===== config.mk =====
export PLATFORM = sky130hd
export DESIGN_NAME = btn_frontend_flat
export DESIGN_NICKNAME = d
export VERILOG_FILES = /design/src/rtl/btn_frontend_pkg.sv /design/src/rtl/btn_frontend_if.sv /design/src/rtl/btn_frontend_channel.sv /design/src/rtl/btn_frontend.sv /design/src/flat_wrapper.sv
export SDC_FILE = /design/constraint.sdc
export NUM_CORES = 1
export LEC_CHECK = 0
export ABC_AREA = 0
export BUFFER_PORTS_ARGS = -buffer_cell sky130_fd_sc_hd__buf_4
export CELL_PAD_IN_SITES_DETAIL_PLACEMENT = 0
export CELL_PAD_IN_SITES_GLOBAL_PLACEMENT = 2
export CORE_MARGIN = 4
export CORE_UTILIZATION = 38
export DETAILED_ROUTE_END_ITERATION = 12
export PLACE_DENSITY = 0.9
export SYNTH_ARGS = -nofsm -noshare
export SYNTH_HDL_FRONTEND = slang
export SYNTH_SLANG_ARGS = --single-unit

===== constraint.sdc =====
create_clock -name clk -period 6.3 [get_ports clk]
set_input_delay 0.63 -clock clk [delete_from_list [all_inputs] [get_ports clk]]
set_output_delay 0.63 -clock clk [all_outputs]
set_load 0.02 [all_outputs]

===== src/rtl/btn_frontend_pkg.sv =====
// Shared definitions for the push-button front end: channel indices,
// default sizing, repeat FSM states and a counter-width helper.
package btn_frontend_pkg;

  // Channel index order as wired at the game top level.
  localparam int BTN_UP    = 0;
  localparam int BTN_LEFT  = 1;
  localparam int BTN_RIGHT = 2;
  localparam int BTN_DOWN  = 3;
  localparam int BTN_GUESS = 4;
  localparam int BTN_NEW   = 5;

  localparam int NUM_BTN_DEFAULT = BTN_NEW + 1;

  // Only the directional buttons auto-repeat by default.
  localparam logic [5:0] REPEAT_MASK_DEFAULT =
    6'((1 << BTN_UP) | (1 << BTN_LEFT) | (1 << BTN_RIGHT) | (1 << BTN_DOWN));

  typedef enum logic [1:0] {
    ST_IDLE = 2'd0,
    ST_WAIT = 2'd1,
    ST_RPT  = 2'd2
  } rpt_state_t;

  // Counter width for a terminal count of v: $clog2(v), never below 1 bit.
  function automatic int clog2_min1(input int v);
    int w;
    w = $clog2(v);
    return (w < 1) ? 1 : w;
  endfunction

endpackage


===== src/rtl/btn_frontend_if.sv =====
// Pin-side bundle of the button front end: raw pins and logic-analyser
// override in, conditioned levels, press pulses and debug taps out.
interface btn_frontend_if
  import btn_frontend_pkg::*;
#(
  parameter int NUM_BTN = NUM_BTN_DEFAULT
);

  logic [NUM_BTN-1:0]   btn_raw;
  logic [NUM_BTN-1:0]   la_in;
  logic [NUM_BTN-1:0]   la_mask;
  logic [NUM_BTN-1:0]   btn_level;
  logic [NUM_BTN-1:0]   btn_press;
  logic [2*NUM_BTN-1:0] debug_out;

  modport master (
    output btn_raw, la_in, la_mask,
    input  btn_level, btn_press, debug_out
  );

  modport slave (
    input  btn_raw, la_in, la_mask,
    output btn_level, btn_press, debug_out
  );

endinterface


===== src/rtl/btn_frontend_channel.sv =====
// One button channel: raw-pin synchroniser, logic-analyser override mux,
// debouncer, rising-edge detect and the optional auto-repeat FSM.
module btn_frontend_channel
  import btn_frontend_pkg::*;
#(
  parameter int SYNC_STAGES     = 2,
  parameter int DEBOUNCE_CYCLES = 1024,
  parameter int REPEAT_DELAY    = 1 << 22,
  parameter int REPEAT_RATE     = 1 << 20,
  parameter bit REPEAT_EN       = 1'b0
) (
  input  logic clk,
  input  logic rst,
  input  logic raw,
  input  logic la_in,
  input  logic la_mask,
  output logic sync,
  output logic level,
  output logic press_req
);

  localparam int DBW = clog2_min1(DEBOUNCE_CYCLES);
  localparam int RW_D = clog2_min1(REPEAT_DELAY);
  localparam int RW_R = clog2_min1(REPEAT_RATE);
  localparam int RW = (RW_D > RW_R) ? RW_D : RW_R;
  localparam logic [DBW-1:0] DB_LAST = DBW'(DEBOUNCE_CYCLES - 1);
  localparam logic [RW-1:0]  RD_LAST = RW'(REPEAT_DELAY - 1);
  localparam logic [RW-1:0]  RR_LAST = RW'(REPEAT_RATE - 1);

  logic [SYNC_STAGES-1:0] sync_p0;
  logic [DBW-1:0]         cnt_q;
  logic                   level_q;
  logic                   eff;
  logic                   rise;
  rpt_state_t             state_q, state_d;
  logic [RW-1:0]          rcnt_q, rcnt_d;
  logic                   rpt_pulse;

  // Shift the asynchronous pin through the synchroniser chain.
  always_ff @(posedge clk) begin
    if (!rst) sync_p0 <= '0;
    else      sync_p0 <= {sync_p0[SYNC_STAGES-2:0], raw};
  end

  assign sync = sync_p0[SYNC_STAGES-1];
  assign eff  = la_mask ? la_in : sync;

  // Debounce: the level flips only after DEBOUNCE_CYCLES consecutive
  // mismatching cycles; an overridden channel follows la_in directly.
  always_ff @(posedge clk) begin
    if (!rst) begin
      cnt_q <= '0;
      level <= 1'b0;
    end else if (la_mask) begin
      cnt_q <= '0;
      level <= eff;
    end else if (eff != level) begin
      if (cnt_q == DB_LAST) begin
        cnt_q <= '0;
        level <= ~level;
      end else begin
        cnt_q <= cnt_q + 1'b1;
      end
    end else begin
      cnt_q <= '0;
    end
  end

  // Delayed copy of the level for rising-edge detection.
  always_ff @(posedge clk) begin
    if (!rst) level_q <= 1'b0;
    else      level_q <= level;
  end

  assign rise = level & ~level_q;

  // Repeat FSM state and timer register.
  always_ff @(posedge clk) begin
    if (!rst) begin
      state_q <= ST_IDLE;
      rcnt_q  <= '0;
    end else begin
      state_q <= state_d;
      rcnt_q  <= rcnt_d;
    end
  end

  // Repeat FSM next state; a low level wins over any pending pulse.
  always_comb begin
    state_d   = state_q;
    rcnt_d    = rcnt_q;
    rpt_pulse = 1'b0;
    case (state_q)
      ST_IDLE: begin
        if (rise && REPEAT_EN) begin
          state_d = ST_WAIT;
          rcnt_d  = '0;
        end
      end
      ST_WAIT: begin
        if (rcnt_q == RD_LAST) begin
          state_d   = ST_RPT;
          rcnt_d    = '0;
          rpt_pulse = 1'b1;
        end else begin
          rcnt_d = rcnt_q + 1'b1;
        end
      end
      ST_RPT: begin
        if (rcnt_q == RR_LAST) begin
          rcnt_d    = '0;
          rpt_pulse = 1'b1;
        end else begin
          rcnt_d = rcnt_q + 1'b1;
        end
      end
      default: state_d = ST_IDLE;
    endcase
    if (!level) begin
      state_d   = ST_IDLE;
      rcnt_d    = '0;
      rpt_pulse = 1'b0;
    end
  end

  assign press_req = rise | rpt_pulse;

endmodule


===== src/rtl/btn_frontend.sv =====
// Push-button front end: NUM_BTN conditioned channels, optional
// lowest-index press arbitration, and registered outputs.
module btn_frontend
  import btn_frontend_pkg::*;
#(
  parameter int               NUM_BTN         = NUM_BTN_DEFAULT,
  parameter int               SYNC_STAGES     = 2,
  parameter int               DEBOUNCE_CYCLES = 1024,
  parameter int               REPEAT_DELAY    = 1 << 22,
  parameter int               REPEAT_RATE     = 1 << 20,
  parameter logic [NUM_BTN-1:0] REPEAT_MASK   = NUM_BTN'(REPEAT_MASK_DEFAULT),
  parameter bit               ONE_HOT         = 1'b1
) (
  input  logic             clk,
  input  logic             rst,
  btn_frontend_if.slave    bus
);

  logic [NUM_BTN-1:0] sync_w;
  logic [NUM_BTN-1:0] level_w;
  logic [NUM_BTN-1:0] req_w;
  logic [NUM_BTN-1:0] grant;
  logic [NUM_BTN-1:0] level_p1;
  logic [NUM_BTN-1:0] press_p1;

  for (genvar i = 0; i < NUM_BTN; i++) begin : g_ch
    btn_frontend_channel #(
      .SYNC_STAGES     (SYNC_STAGES),
      .DEBOUNCE_CYCLES (DEBOUNCE_CYCLES),
      .REPEAT_DELAY    (REPEAT_DELAY),
      .REPEAT_RATE     (REPEAT_RATE),
      .REPEAT_EN       (REPEAT_MASK[i])
    ) u_ch (
      .clk       (clk),
      .rst       (rst),
      .raw       (bus.btn_raw[i]),
      .la_in     (bus.la_in[i]),
      .la_mask   (bus.la_mask[i]),
      .sync      (sync_w[i]),
      .level     (level_w[i]),
      .press_req (req_w[i])
    );
  end

  // Keep only the lowest-index request when arbitration is enabled;
  // losing requests are simply dropped.
  always_comb begin
    grant = req_w;
    if (ONE_HOT) grant = req_w & (~req_w + 1'b1);
  end

  // Output stage: levels are passed through unarbitrated.
  always_ff @(posedge clk) begin
    if (!rst) begin
      level_p1 <= '0;
      press_p1 <= '0;
    end else begin
      level_p1 <= level_w;
      press_p1 <= grant;
    end
  end

  assign bus.btn_level = level_p1;
  assign bus.btn_press = press_p1;
  assign bus.debug_out = {level_p1, sync_w};

endmodule

===== src/flat_wrapper.sv =====
// flat-port wrapper written by rule: the top's interface ports become plain ports
module btn_frontend_flat import btn_frontend_pkg::*;
#(
  parameter int               NUM_BTN         = NUM_BTN_DEFAULT,
  parameter int               SYNC_STAGES     = 2,
  parameter int               DEBOUNCE_CYCLES = 1024,
  parameter int               REPEAT_DELAY    = 1 << 22,
  parameter int               REPEAT_RATE     = 1 << 20,
  parameter logic [NUM_BTN-1:0] REPEAT_MASK   = NUM_BTN'(REPEAT_MASK_DEFAULT),
  parameter bit               ONE_HOT         = 1'b1
)
  (clk, rst, bus_btn_raw, bus_la_in, bus_la_mask, bus_btn_level, bus_btn_press, bus_debug_out);
  btn_frontend_if #(.NUM_BTN(NUM_BTN)) bus_i ();
  input  logic clk;
  input  logic rst;
  input wire logic [$bits(bus_i.btn_raw)-1:0] bus_btn_raw;
  input wire logic [$bits(bus_i.la_in)-1:0] bus_la_in;
  input wire logic [$bits(bus_i.la_mask)-1:0] bus_la_mask;
  output wire logic [$bits(bus_i.btn_level)-1:0] bus_btn_level;
  output wire logic [$bits(bus_i.btn_press)-1:0] bus_btn_press;
  output wire logic [$bits(bus_i.debug_out)-1:0] bus_debug_out;
  assign bus_i.btn_raw = bus_btn_raw;
  assign bus_i.la_in = bus_la_in;
  assign bus_i.la_mask = bus_la_mask;
  assign bus_btn_level = bus_i.btn_level;
  assign bus_btn_press = bus_i.btn_press;
  assign bus_debug_out = bus_i.debug_out;
  btn_frontend #(.NUM_BTN(NUM_BTN), .SYNC_STAGES(SYNC_STAGES), .DEBOUNCE_CYCLES(DEBOUNCE_CYCLES), .REPEAT_DELAY(REPEAT_DELAY), .REPEAT_RATE(REPEAT_RATE), .REPEAT_MASK(REPEAT_MASK), .ONE_HOT(ONE_HOT)) u_core (.clk(clk), .rst(rst), .bus(bus_i));
endmodule

==> impl_results.md <==
- Register area share after synthesis: 44.1%
- Remaining DRCs: 0
- Vias per cell: 4.90
- Status: finished, final reports clean
- Synth Area in Compound Gates: 7.88%
- Chip Width: 157 um
- Vias: 6236
- Initial antenna violation count: 0
- Post-CTS sizing: 0
- First-pass GRT wire length: 28.1 mm
- Final period utilization: 45.4%
- Fmax achieved: 350 MHz
- Area growth syn-to-layout: 12.6%
- First drt pass iteration count: 5
- Setup TNS: 0 ns
- Effective utilization at floorplan: 38.7%
- Total GRT Usage: 13.7%
- Final Hold Viols: 0
- Largest net degree at the start of global routing: 32
- Synthesis Warnings: 0
- Hold_sp: bus_btn_raw[2]
- Hold Path Sink: u_core.g_ch[2].u_ch.sync_p0[0]
- Synth top area share: 44.1%
- Core area: 21800 um^2
- Slew @ Worst Pin: 0.896 ns
- Ys flop type: dfxtp_1
- H-Tree Depth: 4
- RSZ-0062 raised after global routing: false
- Min-Delay Path Class: primary input to flip-flop
- Hold WS: 0.414 ns
- CTS clk-pin slew, worst paths: 0.07 ns
- # Post-CTS Setup Buffers: 0
- Worst path required time: 6.58 ns
- Crit path arrival time: 3.14 ns
- Skew final: 0.0104 ns
- Number of max-cap violations: 0
- Number of global-route vias before repair: 5995
- R2r worst-path depth: 7
- Share of layout cells above drive strength 1: 9.88%
- Max-slew headroom: 40.3%
- Synth Area in Simple Gates: 26.8%
- Crit. End Element: flip-flop
- Proportion of synthesized area in mux cells: 0.948%
- Crit-path max FO: 14
- Cell area after technology mapping: 8440 um^2
- Final min period: 2.86 ns
- N_diodes: 0
- Synth Register Bits: 186
- Die area: 24700 um^2
- Peak VDD IR: 0.150 mV
- R2R Path End: u_core.g_ch[1].u_ch.rcnt_q[12]
- Dpl ws: 3.49 ns
- I/O Buffers: 43
- Die H: 157 um
- # setup viols final: 0
- CTS sink cnt: 186
- CP Launch Type: flip-flop
- Synth top area cells: dfxtp_1 44%, xor2_1 8.0%, nor2_1 6.7%
- Ys async rst share: 0%
- Post-Syn Instances: 955
- Pleak: 3.30 nW
- Row cnt: 54
- Total Wirelength: 15.8 mm
- Final Util: 43.6%
- WL/cell: 12.4 um
- Fin. max-slew vios: 0
- Clk_lat worst skew: 0.42 ns
- CTS tree: yes
- Fin worst setup slack: 3.44 ns
- Kind of critical path: flip-flop to flip-flop
- Antenna viol nets, final: 0
- RR Startpoint: u_core.g_ch[1].u_ch.rcnt_q[0]
- Synthesized area per cell: 8.84 um^2
- Adder-Cell Fraction of Synth Area: 3.85%
- Clock tree buffer depth: 2
- Largest family of logic cells by synthesized area: simple AND/OR/NAND/NOR gates
- Post-Synth XOR/XNOR Area: 12.4%
- Post-synth EDFFs: 0
- Nets: 1025
- DP HPWL: 11.2 mm
- Root Driver: clkbuf_16
- Area leader, netlist: dfxtp_1
- I/O Pins: 44
- Post-synth cell types: 57
- Final Cell Area: 9510 um^2
- Routability cong.: 0.771
- Net Count, Synth: 1001
- Hold path cells: 2
- CTS Buf Count: 17
- Pwr dens: 250 nW/um^2
- Reg2Reg Setup Slack: 3.44 ns
- Global route total overflow: 0
- DR iter-0 viols: 285
- Hold_buf cts: 0
- Placed Area: 8900 um^2
## layout make-up
cell class,count,area [um^2]
inverters,28,105
fillers,2158,12300
clock inverters,14,170
flip-flops and latches,186,3720
well taps,280,350
multi-input cells,702,4390
clock buffers,18,439
repair buffers,44,330
## worst max path at each step
stage	endpoint	slack, ns	cells past startpoint	startpoint
global route	u_core.g_ch[1].u_ch.rcnt_q[17]	3.11	7	u_core.g_ch[1].u_ch.rcnt_q[0]
detailed placement	u_core.g_ch[1].u_ch.rcnt_q[18]	3.49	7	u_core.g_ch[1].u_ch.rcnt_q[0]
finish	u_core.g_ch[1].u_ch.rcnt_q[12]	3.44	7	u_core.g_ch[1].u_ch.rcnt_q[0]
floorplan	u_core.g_ch[0].u_ch.rcnt_q[21]	4.24	7	u_core.g_ch[0].u_ch.state_q[0]
CTS	u_core.g_ch[1].u_ch.rcnt_q[12]	3.48	7	u_core.g_ch[1].u_ch.rcnt_q[0]
global placement	u_core.g_ch[1].u_ch.rcnt_q[19]	3.58	7	u_core.g_ch[1].u_ch.rcnt_q[0]
## routing by layer
metal  vias to the layer above  global-route usage [%]  wire length (um)
met2                        57                    22.2              7240
met3                         6                    3.57               549
met5                         -                       0                 0
met4                         0                    2.87                87
li1                       3308                       -                 -
met1                      2865                    18.4              7920
## power by group
group | switching (W) | leakage [nW] | total, W | internal (W)
sequential | 0.0000107 | 1.50 | 0.00120 | 0.00119
combinational | 0.0000521 | 1.50 | 0.0000863 | 0.0000342
clock | 0.000459 | 0.301 | 0.00110 | 0.000638
total | 0.000522 | 3.30 | 0.00238 | 0.00186
## flip-flops by register name, summed over array words and instances (netlist names)
name / count
u_core.g_ch.u_ch.rcnt_q: 88
u_core.g_ch.u_ch.cnt_q: 60
u_core.g_ch.u_ch.sync_p0: 12
u_core.g_ch.u_ch.state_q: 8
u_core.bus.btn_level: 6
u_core.bus.btn_press: 6
u_core.g_ch.u_ch.level: 6
## synth_stat cells, drive strengths merged (15+ instances only)
library cell / count
and2: 25
nand4: 29
nand3: 64
xor2: 77
nor2: 152
dfxtp: 186
nor3: 15
o21ai: 23
a21oi: 24
and4: 16
ha: 26
nand2: 79
xnor2: 43
and3: 29
buf: 25
inv: 27
## worst max-delay path: stages (launching register included)
cell and delay [ns]:
dfxtp_1 0.40, ha_1 0.22, and3_1 0.27, nand4_2 0.19, o41ai_1 0.53, a21oi_1 0.42, o21ai_2 0.58, nor2_1 0.11
## layout by cell type (no fill, tap or decap), types with 24 or more instances in the layout
master | synthesis | final
dfxtp_1 | 186 | 186
nand4_1 | 28 | 28
nor2_1 | 151 | 151
xnor2_1 | 43 | 43
inv_1 | 27 | 27
and3_1 | 29 | 29
a21oi_1 | 24 | 24
nand2_1 | 79 | 79
xor2_1 | 77 | 77
ha_1 | 26 | 26
nand3_1 | 63 | 63
buf_4 | 20 | 44
and2_1 | 25 | 25
## per-stage QoR
stage | total power, W | instances
CTS | 0.00242 | 1272
floorplan | 0.00128 | 955
finish | 0.00238 | 1272
global route | 0.00248 | 1272
detailed placement | 0.00131 | 1240
global placement | 0.00131 | 1240
## cells by family after synthesis
kind of cell,Yosys count
adders and majority gates,26
DFF,186
AOI/OAI and AO/OA,94
and+or+nand+nor,454
buffers and inverters,67
xor gates and xnor gates,120
muxes,8
No activity file was read; power rests on OpenSTA's default activity.
